[config.mk]
export PLATFORM = sky130hd
export DESIGN_NAME = pid_error_calc
export DESIGN_NICKNAME = d
export VERILOG_FILES = /design/src/rtl/pid_pkg.sv /design/src/rtl/pid_axis_term.sv /design/src/rtl/pid_error_calc.sv
export SDC_FILE = /design/constraint.sdc
export NUM_CORES = 1
export LEC_CHECK = 0
export ABC_CLOCK_PERIOD_IN_PS = 9500
export BUFFER_PORTS_ARGS = -buffer_cell sky130_fd_sc_hd__buf_2
export CELL_PAD_IN_SITES_DETAIL_PLACEMENT = 0
export CELL_PAD_IN_SITES_GLOBAL_PLACEMENT = 2
export CORE_MARGIN = 4
export CORE_UTILIZATION = 40
export CTS_CLUSTER_DIAMETER = 100
export DETAILED_ROUTE_END_ITERATION = 16
export GPL_TIMING_DRIVEN = 1
export PLACE_DENSITY = 0.86
export SKIP_LAST_GASP = 1
export SLEW_MARGIN = 20
export SYNTH_ARGS = -nofsm -noshare
export SYNTH_HDL_FRONTEND = slang
export SYNTH_SLANG_ARGS = --single-unit
[constraint.sdc]
create_clock -name clk -period 9.5 [get_ports clk]
set_input_delay 0.475 -clock clk [delete_from_list [all_inputs] [get_ports clk]]
set_output_delay 0.475 -clock clk [all_outputs]
set_load 0.03 [all_outputs]
[src/rtl/pid_pkg.sv]
// rtl/pid_pkg.sv - shared widths, FSM encoding and saturation helpers for the PID error path
package pid_pkg;

    localparam int ANGLE_W = 24;

    localparam logic [ANGLE_W-1:0] I_LIMIT_DEF       = 24'd500000;
    localparam logic [ANGLE_W-1:0] YAW_HALF_TURN_DEF = 24'd18000;

    typedef enum logic [1:0] {
        IDLE = 2'd0,
        ERR  = 2'd1,
        ACC  = 2'd2,
        OUT  = 2'd3
    } pid_state_e;

    function automatic logic signed [ANGLE_W-1:0] sat24(input logic signed [ANGLE_W:0] v);
        if (v > 25'sh07FFFFF) begin
            return 24'sh7FFFFF;
        end else if (v < -25'sh0800000) begin
            return 24'sh800000;
        end
        return v[ANGLE_W-1:0];
    endfunction

    function automatic logic signed [ANGLE_W-1:0] clamp(input logic signed [ANGLE_W:0] v,
                                                        input logic [ANGLE_W-1:0] lim);
        logic signed [ANGLE_W:0] hi;
        logic signed [ANGLE_W:0] lo;
        hi = $signed({1'b0, lim});
        lo = -hi;
        if (v > hi) begin
            return hi[ANGLE_W-1:0];
        end else if (v < lo) begin
            return lo[ANGLE_W-1:0];
        end
        return v[ANGLE_W-1:0];
    endfunction

    // Single correction step into [-half, +half); result still needs sat24.
    function automatic logic signed [ANGLE_W:0] wrap(input logic signed [ANGLE_W:0] v,
                                                     input logic [ANGLE_W-1:0] half);
        logic signed [ANGLE_W+1:0] x;
        logic signed [ANGLE_W+1:0] h;
        x = $signed({v[ANGLE_W], v});
        h = $signed({2'b00, half});
        if (x >= h) begin
            x = x - (h <<< 1);
        end else if (x < -h) begin
            x = x + (h <<< 1);
        end
        return x[ANGLE_W:0];
    endfunction

endpackage

[src/rtl/pid_axis_term.sv]
// rtl/pid_axis_term.sv - one axis: P error, clamped integral and shifted derivative
module pid_axis_term
    import pid_pkg::*;
#(
    parameter logic [ANGLE_W-1:0] I_LIMIT   = I_LIMIT_DEF,
    parameter int unsigned        D_SHIFT   = 0,
    parameter logic [ANGLE_W-1:0] HALF_TURN = YAW_HALF_TURN_DEF,
    parameter bit                 WRAP      = 1'b0
) (
    input  logic                      clk,
    input  logic                      rst_n,
    input  logic                      arm_i,
    input  logic                      err_en_i,
    input  logic                      acc_en_i,
    input  logic signed [ANGLE_W-1:0] tgt_i,
    input  logic signed [ANGLE_W-1:0] meas_i,
    output logic signed [ANGLE_W-1:0] e_o,
    output logic signed [ANGLE_W-1:0] i_o,
    output logic signed [ANGLE_W-1:0] d_o
);

    logic signed [ANGLE_W-1:0] e_q;
    logic signed [ANGLE_W-1:0] e_d;
    logic signed [ANGLE_W-1:0] e_prev_q;
    logic signed [ANGLE_W-1:0] i_acc_q;
    logic                      first_q;
    logic signed [ANGLE_W:0]   e_raw;
    logic signed [ANGLE_W:0]   i_sum;
    logic signed [ANGLE_W:0]   d_raw;
    logic signed [ANGLE_W:0]   d_sh;

    always_comb begin
        e_raw = $signed({tgt_i[ANGLE_W-1], tgt_i}) - $signed({meas_i[ANGLE_W-1], meas_i});
        if (WRAP) begin
            e_raw = wrap(e_raw, HALF_TURN);
        end
        e_d = sat24(e_raw);

        i_sum = $signed({i_acc_q[ANGLE_W-1], i_acc_q}) + $signed({e_q[ANGLE_W-1], e_q});
        d_raw = $signed({e_q[ANGLE_W-1], e_q}) - $signed({e_prev_q[ANGLE_W-1], e_prev_q});
        if (WRAP) begin
            d_raw = wrap(d_raw, HALF_TURN);
        end
        d_sh = d_raw >>> D_SHIFT;

        // Disarm overrides the ACC pass, so both terms collapse to zero.
        i_o = arm_i ? clamp(i_sum, I_LIMIT) : '0;
        d_o = (arm_i && !first_q) ? sat24(d_sh) : '0;
    end

    assign e_o = e_q;

    always_ff @(posedge clk or negedge rst_n) begin
        if (!rst_n) begin
            e_q      <= '0;
            e_prev_q <= '0;
            i_acc_q  <= '0;
            first_q  <= 1'b1;
        end else begin
            if (err_en_i) begin
                e_q <= e_d;
            end
            if (acc_en_i) begin
                e_prev_q <= e_q;
            end
            if (!arm_i) begin
                i_acc_q <= '0;
                first_q <= 1'b1;
            end else if (acc_en_i) begin
                i_acc_q <= i_o;
                first_q <= 1'b0;
            end
        end
    end

endmodule

[src/rtl/pid_error_calc.sv]
// rtl/pid_error_calc.sv - per-sample P/I/D error FSM for three axes; PID_YAW_WRAP_EN enables yaw wrap
module pid_error_calc
    import pid_pkg::*;
#(
    parameter logic [ANGLE_W-1:0] I_LIMIT       = I_LIMIT_DEF,
    parameter int unsigned        D_SHIFT       = 0,
    parameter logic [ANGLE_W-1:0] YAW_HALF_TURN = YAW_HALF_TURN_DEF
) (
    input  logic                      clk,
    input  logic                      rst_n,
    input  logic                      angle_valid,
    input  logic                      arm,
    input  logic signed [ANGLE_W-1:0] tgt_pitch,
    input  logic signed [ANGLE_W-1:0] tgt_roll,
    input  logic signed [ANGLE_W-1:0] tgt_yaw,
    input  logic signed [ANGLE_W-1:0] meas_pitch,
    input  logic signed [ANGLE_W-1:0] meas_roll,
    input  logic signed [ANGLE_W-1:0] meas_yaw,
    output logic signed [ANGLE_W-1:0] pitch_error,
    output logic signed [ANGLE_W-1:0] roll_error,
    output logic signed [ANGLE_W-1:0] yaw_error,
    output logic signed [ANGLE_W-1:0] i_pitch_error,
    output logic signed [ANGLE_W-1:0] i_roll_error,
    output logic signed [ANGLE_W-1:0] i_yaw_error,
    output logic signed [ANGLE_W-1:0] d_pitch_error,
    output logic signed [ANGLE_W-1:0] d_roll_error,
    output logic signed [ANGLE_W-1:0] d_yaw_error,
    output logic                      cal_pid_en,
    output logic                      busy,
    output logic                      overrun
);

`ifdef PID_YAW_WRAP_EN
    localparam bit YAW_WRAP = 1'b1;
`else
    localparam bit YAW_WRAP = 1'b0;
`endif

    pid_state_e state_q, state_d;
    logic [2:0][ANGLE_W-1:0] tgt_q, meas_q;
    logic [2:0][ANGLE_W-1:0] e_w, i_w, d_w;
    logic [2:0][ANGLE_W-1:0] e_out_q, i_out_q, d_out_q;
    logic                    cal_q, ovr_q, accept, err_en, acc_en;

    assign err_en = (state_q == ERR);
    assign acc_en = (state_q == ACC);

    // OUT also accepts a new sample so the pipeline sustains one sample per 3 cycles.
    always_comb begin
        state_d = state_q;
        accept  = 1'b0;
        case (state_q)
            IDLE, OUT: begin
                state_d = IDLE;
                if (angle_valid) begin
                    accept  = 1'b1;
                    state_d = ERR;
                end
            end
            ERR:     state_d = ACC;
            ACC:     state_d = OUT;
            default: state_d = IDLE;
        endcase
    end

    always_ff @(posedge clk or negedge rst_n) begin
        if (!rst_n) begin
            state_q <= IDLE;
            tgt_q   <= '0;
            meas_q  <= '0;
            e_out_q <= '0;
            i_out_q <= '0;
            d_out_q <= '0;
            cal_q   <= 1'b0;
            ovr_q   <= 1'b0;
        end else begin
            state_q <= state_d;
            cal_q   <= acc_en;
            ovr_q   <= angle_valid && (err_en || acc_en);
            if (accept) begin
                tgt_q  <= {tgt_yaw, tgt_roll, tgt_pitch};
                meas_q <= {meas_yaw, meas_roll, meas_pitch};
            end
            if (acc_en) begin
                e_out_q <= e_w;
                i_out_q <= i_w;
                d_out_q <= d_w;
            end
        end
    end

    for (genvar ax = 0; ax < 3; ax++) begin : g_axis
        pid_axis_term #(
            .I_LIMIT   (I_LIMIT),
            .D_SHIFT   (D_SHIFT),
            .HALF_TURN (YAW_HALF_TURN),
            .WRAP      ((ax == 2) && YAW_WRAP)
        ) u_term (
            .clk      (clk),
            .rst_n    (rst_n),
            .arm_i    (arm),
            .err_en_i (err_en),
            .acc_en_i (acc_en),
            .tgt_i    (tgt_q[ax]),
            .meas_i   (meas_q[ax]),
            .e_o      (e_w[ax]),
            .i_o      (i_w[ax]),
            .d_o      (d_w[ax])
        );
    end

    assign pitch_error   = e_out_q[0];
    assign roll_error    = e_out_q[1];
    assign yaw_error     = e_out_q[2];
    assign i_pitch_error = i_out_q[0];
    assign i_roll_error  = i_out_q[1];
    assign i_yaw_error   = i_out_q[2];
    assign d_pitch_error = d_out_q[0];
    assign d_roll_error  = d_out_q[1];
    assign d_yaw_error   = d_out_q[2];
    assign cal_pid_en    = cal_q;
    assign overrun       = ovr_q;
    assign busy          = (state_q != IDLE);

endmodule

[Yosys cells after proc, flatten, opt, wreduce, memory -nomap -nowiden]
Index checks and enable logic that the tools add are counted.
Storage, ports and cells
  flip-flop bits (word level): 509
  output and inout bits: 219
  logic and storage cells: 126
  input port bits: 148
Cells by class
  $lt $le $gt $ge: 18
  equal/unequal tests: 4
  $add $sub $neg: 9
  multiplexer cells: 63
  reduce and logical (&&, ||, !) cells: 7
Operators with widths (number)
  two-way mux 24 bit: 39
  > comparator 25 x 24 -> 1 bit (second input constant): 6
  < comparator 25 x 24 -> 1 bit (second input constant): 6
  subtractor 24 x 24 -> 25 bit: 6
  adder 24 x 24 -> 25 bit: 3
  > comparator 25 x 20 -> 1 bit (second input constant): 3
  < comparator 25 x 20 -> 1 bit (second input constant): 3
  two-way mux 1 bit: 23
  case mux 2 bit (3 select lines): 1
  equality test 2 bit (second input constant): 2
  equality test 2 x 1 -> 1 bit (second input constant): 1
  logical AND 1 bit: 2
  zero test 2 bit: 1
  inequality test 2 x 1 -> 1 bit (second input constant): 1
  nonzero test 2 bit: 1
  OR reduction 2 bit: 1
  zero test 1 bit: 1
  logical OR 1 bit: 1

[Longest topological paths before layout]
  depth in word-level cells: 8
  mapped depth: 15
  mapped depth without buffers: 14

[Hierarchy]
A second synthesis with hierarchy kept.
Unflattened totals
  cell total of the unflattened synthesis: 3644
  area total of the unflattened synthesis: 36303.6 um^2
By module, submodules not included
  pid_error_calc: instances 1, sequential area each 9108.7 um^2, cells an instance 774, area an instance 13706.9 um^2
  pid_axis_term at g_axis[1].u_term: instances 1, sequential area each 1828.0 um^2, cells an instance 943, area an instance 7609.8 um^2
  pid_axis_term at g_axis[0].u_term: instances 1, sequential area each 1828.0 um^2, cells an instance 960, area an instance 7556.0 um^2
  pid_axis_term at g_axis[2].u_term: instances 1, sequential area each 1828.0 um^2, cells an instance 967, area an instance 7430.9 um^2

[Worst setup path before layout]
No wires, ideal clock.
  path kind: register to register
  from: register g_axis[1].u_term.e_q[0]
  to: register g_axis[1].u_term.i_acc_q[13]
  cell stages (with the launch flop): 15
  clock period less this slack: 3.532 ns
  buffers on the path: 1
  library setup time: 0.126 ns
  slack: 5.968 ns
  required time: 9.374 ns
  arrival: 3.406 ns
  cells stage by stage: dfrtp_1 > ha_1 > inv_1 > fa_1 > nand2b_1 > a211o_1 > a211oi_4 > a31oi_4 > xnor2_1 > a2111o_1 > o31a_1 > and4_4 > o31ai_2 > buf_2 > a21oi_1
On the way
  word-level cells in the longest chain between the ends: 8
  elaborated cells between the ends (all ways): 10
  classes of those cells: add/sub: 1; order compare: 2; mux: 7
Ends and longest elaborated chain
  start: declaration: RTL line pid_axis_term.sv:22  | logic signed [ANGLE_W-1:0] e_q;
  start signal: assignment: RTL line pid_axis_term.sv:55  | e_q <= '0;
  start signal: assignment: RTL line pid_axis_term.sv:61  | e_q <= e_d;
  adder 24 x 24 -> 25 bit (*): RTL line pid_axis_term.sv:39  | i_sum = $signed({i_acc_q[ANGLE_W-1], i_acc_q}) + $signed({e_q[ANGLE_W-1], e_q});
  < comparator 25 x 20 -> 1 bit: RTL line pid_pkg.sv:33  | end else if (v < lo) begin
  two-way mux 1 bit: RTL line pid_pkg.sv:33
  two-way mux 1 bit: RTL line pid_pkg.sv:31  | if (v > hi) begin
  two-way mux 24 bit (*): RTL line pid_pkg.sv:36  | return v[ANGLE_W-1:0];
  two-way mux 24 bit (*): RTL line pid_axis_term.sv:47  | i_o = arm_i ? clamp(i_sum, I_LIMIT) : '0;
  two-way mux 24 bit (*): RTL line pid_axis_term.sv:69  | end else if (acc_en_i) begin
  two-way mux 24 bit (*): RTL line pid_axis_term.sv:66  | if (!arm_i) begin
  end signal: assignment: RTL line pid_axis_term.sv:70  | i_acc_q <= i_o;
  end: declaration: RTL line pid_axis_term.sv:25  | logic signed [ANGLE_W-1:0] i_acc_q;
Every way passes the cells marked *; elsewhere a longest branch is shown, timed or not. The select of a mux whose other input is x is not followed.
A chain may end at the register's enable or synchronous reset.

[Worst setup path in the final report]
  from: register g_axis[0].u_term.e_q[0]
  to: register d_out_q, in the netlist d_pitch_error[17]
On the way
  word-level cells in the longest chain between the ends: 6
  elaborated cells between the ends (all ways): 8
  classes of those cells: add/sub: 1; order compare: 2; mux: 5
Ends and longest elaborated chain
  start: declaration: RTL line pid_axis_term.sv:22
  start signal: assignment: RTL line pid_axis_term.sv:55
  start signal: assignment: RTL line pid_axis_term.sv:61
  subtractor 24 x 24 -> 25 bit (*): RTL line pid_axis_term.sv:40  | d_raw = $signed({e_q[ANGLE_W-1], e_q}) - $signed({e_prev_q[ANGLE_W-1], e_prev_q});
  < comparator 25 x 24 -> 1 bit: RTL line pid_pkg.sv:19  | end else if (v < -25'sh0800000) begin
  two-way mux 1 bit: RTL line pid_pkg.sv:19
  two-way mux 1 bit: RTL line pid_pkg.sv:17  | if (v > 25'sh07FFFFF) begin
  two-way mux 24 bit (*): RTL line pid_pkg.sv:22  | return v[ANGLE_W-1:0];
  two-way mux 24 bit (*): RTL line pid_axis_term.sv:48  | d_o = (arm_i && !first_q) ? sat24(d_sh) : '0;
  end signal: assignment: RTL line pid_error_calc.sv:87  | d_out_q <= d_w;
  end: declaration: RTL line pid_error_calc.sv:42  | logic [2:0][ANGLE_W-1:0] e_out_q, i_out_q, d_out_q;
Every way passes the cells marked *; elsewhere a longest branch is shown, timed or not.

==> results.toml <==
[status]
outcome = "finished clean"

[floorplanning]
die_y_um = 290.5
fp.dieArea_um2 = 84400
rows = 103
io_pins = 367
start_util = 0.4041
dieWidth_um = 290.5
core_um2 = 79000

[global_routing]
gr-usage-met3 = 0.03225
use_met2 = 0.4019
antenna_found_initial = 3
grt_max_degree = 157
grt-ovfl-total = 0
grt_pass1_vias = 26122
grt_use_met1 = 0.2956
busiest_layer = "met2"
grt_pass1_wl_um = 153800
grt_usage = 0.2270

[drt]
drtIter0Drc = 1901
vias_per_cell = 5.501
wl_um = 98560
wl_per_cell_um = 20.30
dr_total_vias = 26702
drt_first_pass_iters = 6
ant_nets = 0
drc = 0

[clock_tree]
clock_path_buffers = 3
clkTransAtPathRegs_ns = 0.06
insertion_delay_ns = 0.64
cts_resized = 0
cts_root_buf = "clkbuf_16"
cts_num_sinks = 509
tritoncts = "yes"
postCtsSetupBuffers = 0
cts_hold_buf = 10
h-tree-depth = 2
numCtsBuffers = 60

[cells_and_area]
final_nets = 4129
n_fill_cell = 7670
areaGrowthSynthToFinish_pct = 15.70
diodes = 0
layout-drive-gt1-share = 0.1788

[worst_setup_path]
worstReg2RegEnd = "d_pitch_error[17]"
cp_common_cell = "a21oi_1"
criticalPathCategory = "reg2reg"
critPathCapture = "d_pitch_error[17]"
cp-start-kind = "flip-flop"
critPathMaxFanout = 20
path_cells = "inv_1, ha_1, inv_1, fa_1, a21o_1, a21oi_1, o21ai_0, a221oi_1, a21oi_1, a21o_1, o31ai_2, nand3_1, a21oi_1, o2bb2ai_1"
rrSetupSlack_ns = 4.97
reg2reg_depth = 14
endpoint_kind = "flip-flop"
crit_arrival_ns = 5.01
r2r_start = "g_axis[0].u_term.e_o[0]"
slowest_delay_ns = 0.71
critPathLaunch = "g_axis[0].u_term.e_o[0]"
critPathSlowestCell = "nand3_1"
required_ns = 9.99

[timing]
finalSetupViolations = 0
fin_crit_ns = 4.529
rsz0062_at_grt = "false"
slew_headroom = 0.3018
finalSetupTns_ns = 0
slew_violations = 0
worstMarginPinSlew_ns = 1.047
skew_ns = 0.01417
min_period_over_period = 0.4767
timing_hold_violations_final = 0
fmax_mhz = 220.8

[place]
io_buffers = 366
gp_congestion = 0.8799
dp_hpwl_um = 74570

[synth]
syn_area_per_cell_um2 = 9.278
yosysSeqAreaShare = 0.3990
syn-cell-area_um2 = 31920
synth_cell_types = 102
synth_nets = 3817
synth-edff-count = 0
synthArstFlopShare = 1.000
ys_warn_count = 0
synth-seq-cells = 509
syn-instance-count = 3441
ys.flop_type = "dfrtp_1"

[flow_run]
maxCapViolCount = 0

[worst_hold_path]
hold_path_startpoint = "meas_pitch[6]"
hold_path.class = "in2reg"
[worst min-delay path by stage]
stage,endpoint,depth (start not counted)
floorplan,cal_pid_en,0
global placement,i_pitch_error[20],1
detailed placement,i_pitch_error[20],1
CTS,meas_q[6],3
global route,meas_q[44],3
finish,meas_q[6],3
[layout by cell type, fill, tap and decap left out, types with 60 or more instances in the layout]
cell type  Yosys  layout
a21o_1       130     130
xnor2_1      103     103
buf_2         23     365
o2bb2ai_1    104     104
nor2_1       168     168
nand2_1      353     353
mux2_2        81      81
dfrtp_1      508     508
a21oi_1      263     263
clkbuf_16      0      60
ha_1         219     217
o21ai_0      268     268
inv_1        255     254
[cell usage after synthesis (all sizes together), types with 28 or more instances]
cell type  instances  area share
a211oi            31      0.0080
a21o             130       0.031
a21oi            265       0.042
a22oi             28      0.0067
a31oi             35      0.0075
and3              29      0.0057
buf               29      0.0053
clkbuf           123       0.014
dfrtp            508        0.40
ha               219       0.086
inv              256       0.030
mux2              81       0.029
nand2            353       0.042
nand3             50      0.0078
nor2             168       0.020
nor2b             37      0.0073
nor3              48      0.0075
o21a              31      0.0073
o21ai            285       0.045
o21bai            28      0.0066
o221a             29       0.010
o2bb2ai          104       0.029
or3               28      0.0055
xnor2            103       0.028
xor2              48       0.013
[cell families (layout without fill, tap and decap cells)]
group	count (synthesis)	after routing	synth area share
adder cells (fa/ha/maj)	236	236	0.09398
XOR/XNOR	151	151	0.04143
AO/OA/AOI/OAI	1206	1206	0.2614
AND/OR/NAND/NOR	847	847	0.1249
buffers and inverters	408	771	0.04981
flip-flops	509	509	0.3990
multiplexers	84	84	0.02951
[final cells by class]
cell class | instances | area (um^2) | area share
timing repair buffer | 402 | 2162 | 0.05854
clock inverter | 31 | 385.4 | 0.01043
inverter | 256 | 963.4 | 0.02608
tap | 1050 | 1314 | 0.03557
sequential | 509 | 12740 | 0.3449
multi-input combinational | 2524 | 17660 | 0.4781
clock buffer | 82 | 1714 | 0.04641
[routing by layer]
| layer | vias up | part of all wire | routed length, um |
|---|---|---|---|
| li1 | 13162 | - | - |
| met1 | 12899 | 0.44 | 43210 |
| met2 | 523 | 0.50 | 49050 |
| met3 | 114 | 0.041 | 4044 |
| met4 | 4 | 0.023 | 2224 |
| met5 | - | 0.00031 | 31 |
[stage by stage]
stage                     std cells  utilization  setup slack [ns]  cell area [um^2]  hold WS (ns)
after floorplan                3441            -             5.968             31920        0.1794
after global placement         4731       0.4397             5.070             34740        0.4588
after detailed placement       4731       0.4397             5.043             34740        0.4640
after CTS                      4854       0.4675             4.976             36940      0.001977
after global routing           4854       0.4675             4.457             36940       0.02015
final                          4854       0.4675             4.971             36940       0.04355
[flip-flops by register name (all words and copies together), names as in the netlist]
name / cells
g_axis.u_term.first_q: 1
i_pitch_error: 24
d_pitch_error: 24
i_roll_error: 24
d_yaw_error: 24
g_axis.u_term.e_o: 72
meas_q: 72
overrun: 1
d_roll_error: 24
g_axis.u_term.e_prev_q: 72
g_axis.u_term.i_acc_q: 72
i_yaw_error: 24
state_q: 2
tgt_q: 72
cal_pid_en: 1
[worst max-delay path, delay by kind of cell, from the launching register on]
family                     cells  cell delay, ns
DFF                            1            0.40
adders and majority gates      2            0.56
AOI/OAI and AO/OA              9            2.57
and+or+nand+nor                1            0.71
buffers and inverters          2            0.14
Power is not shown: default switching activity piles up to over one toggle a cycle in this logic, so the estimate is an artifact.
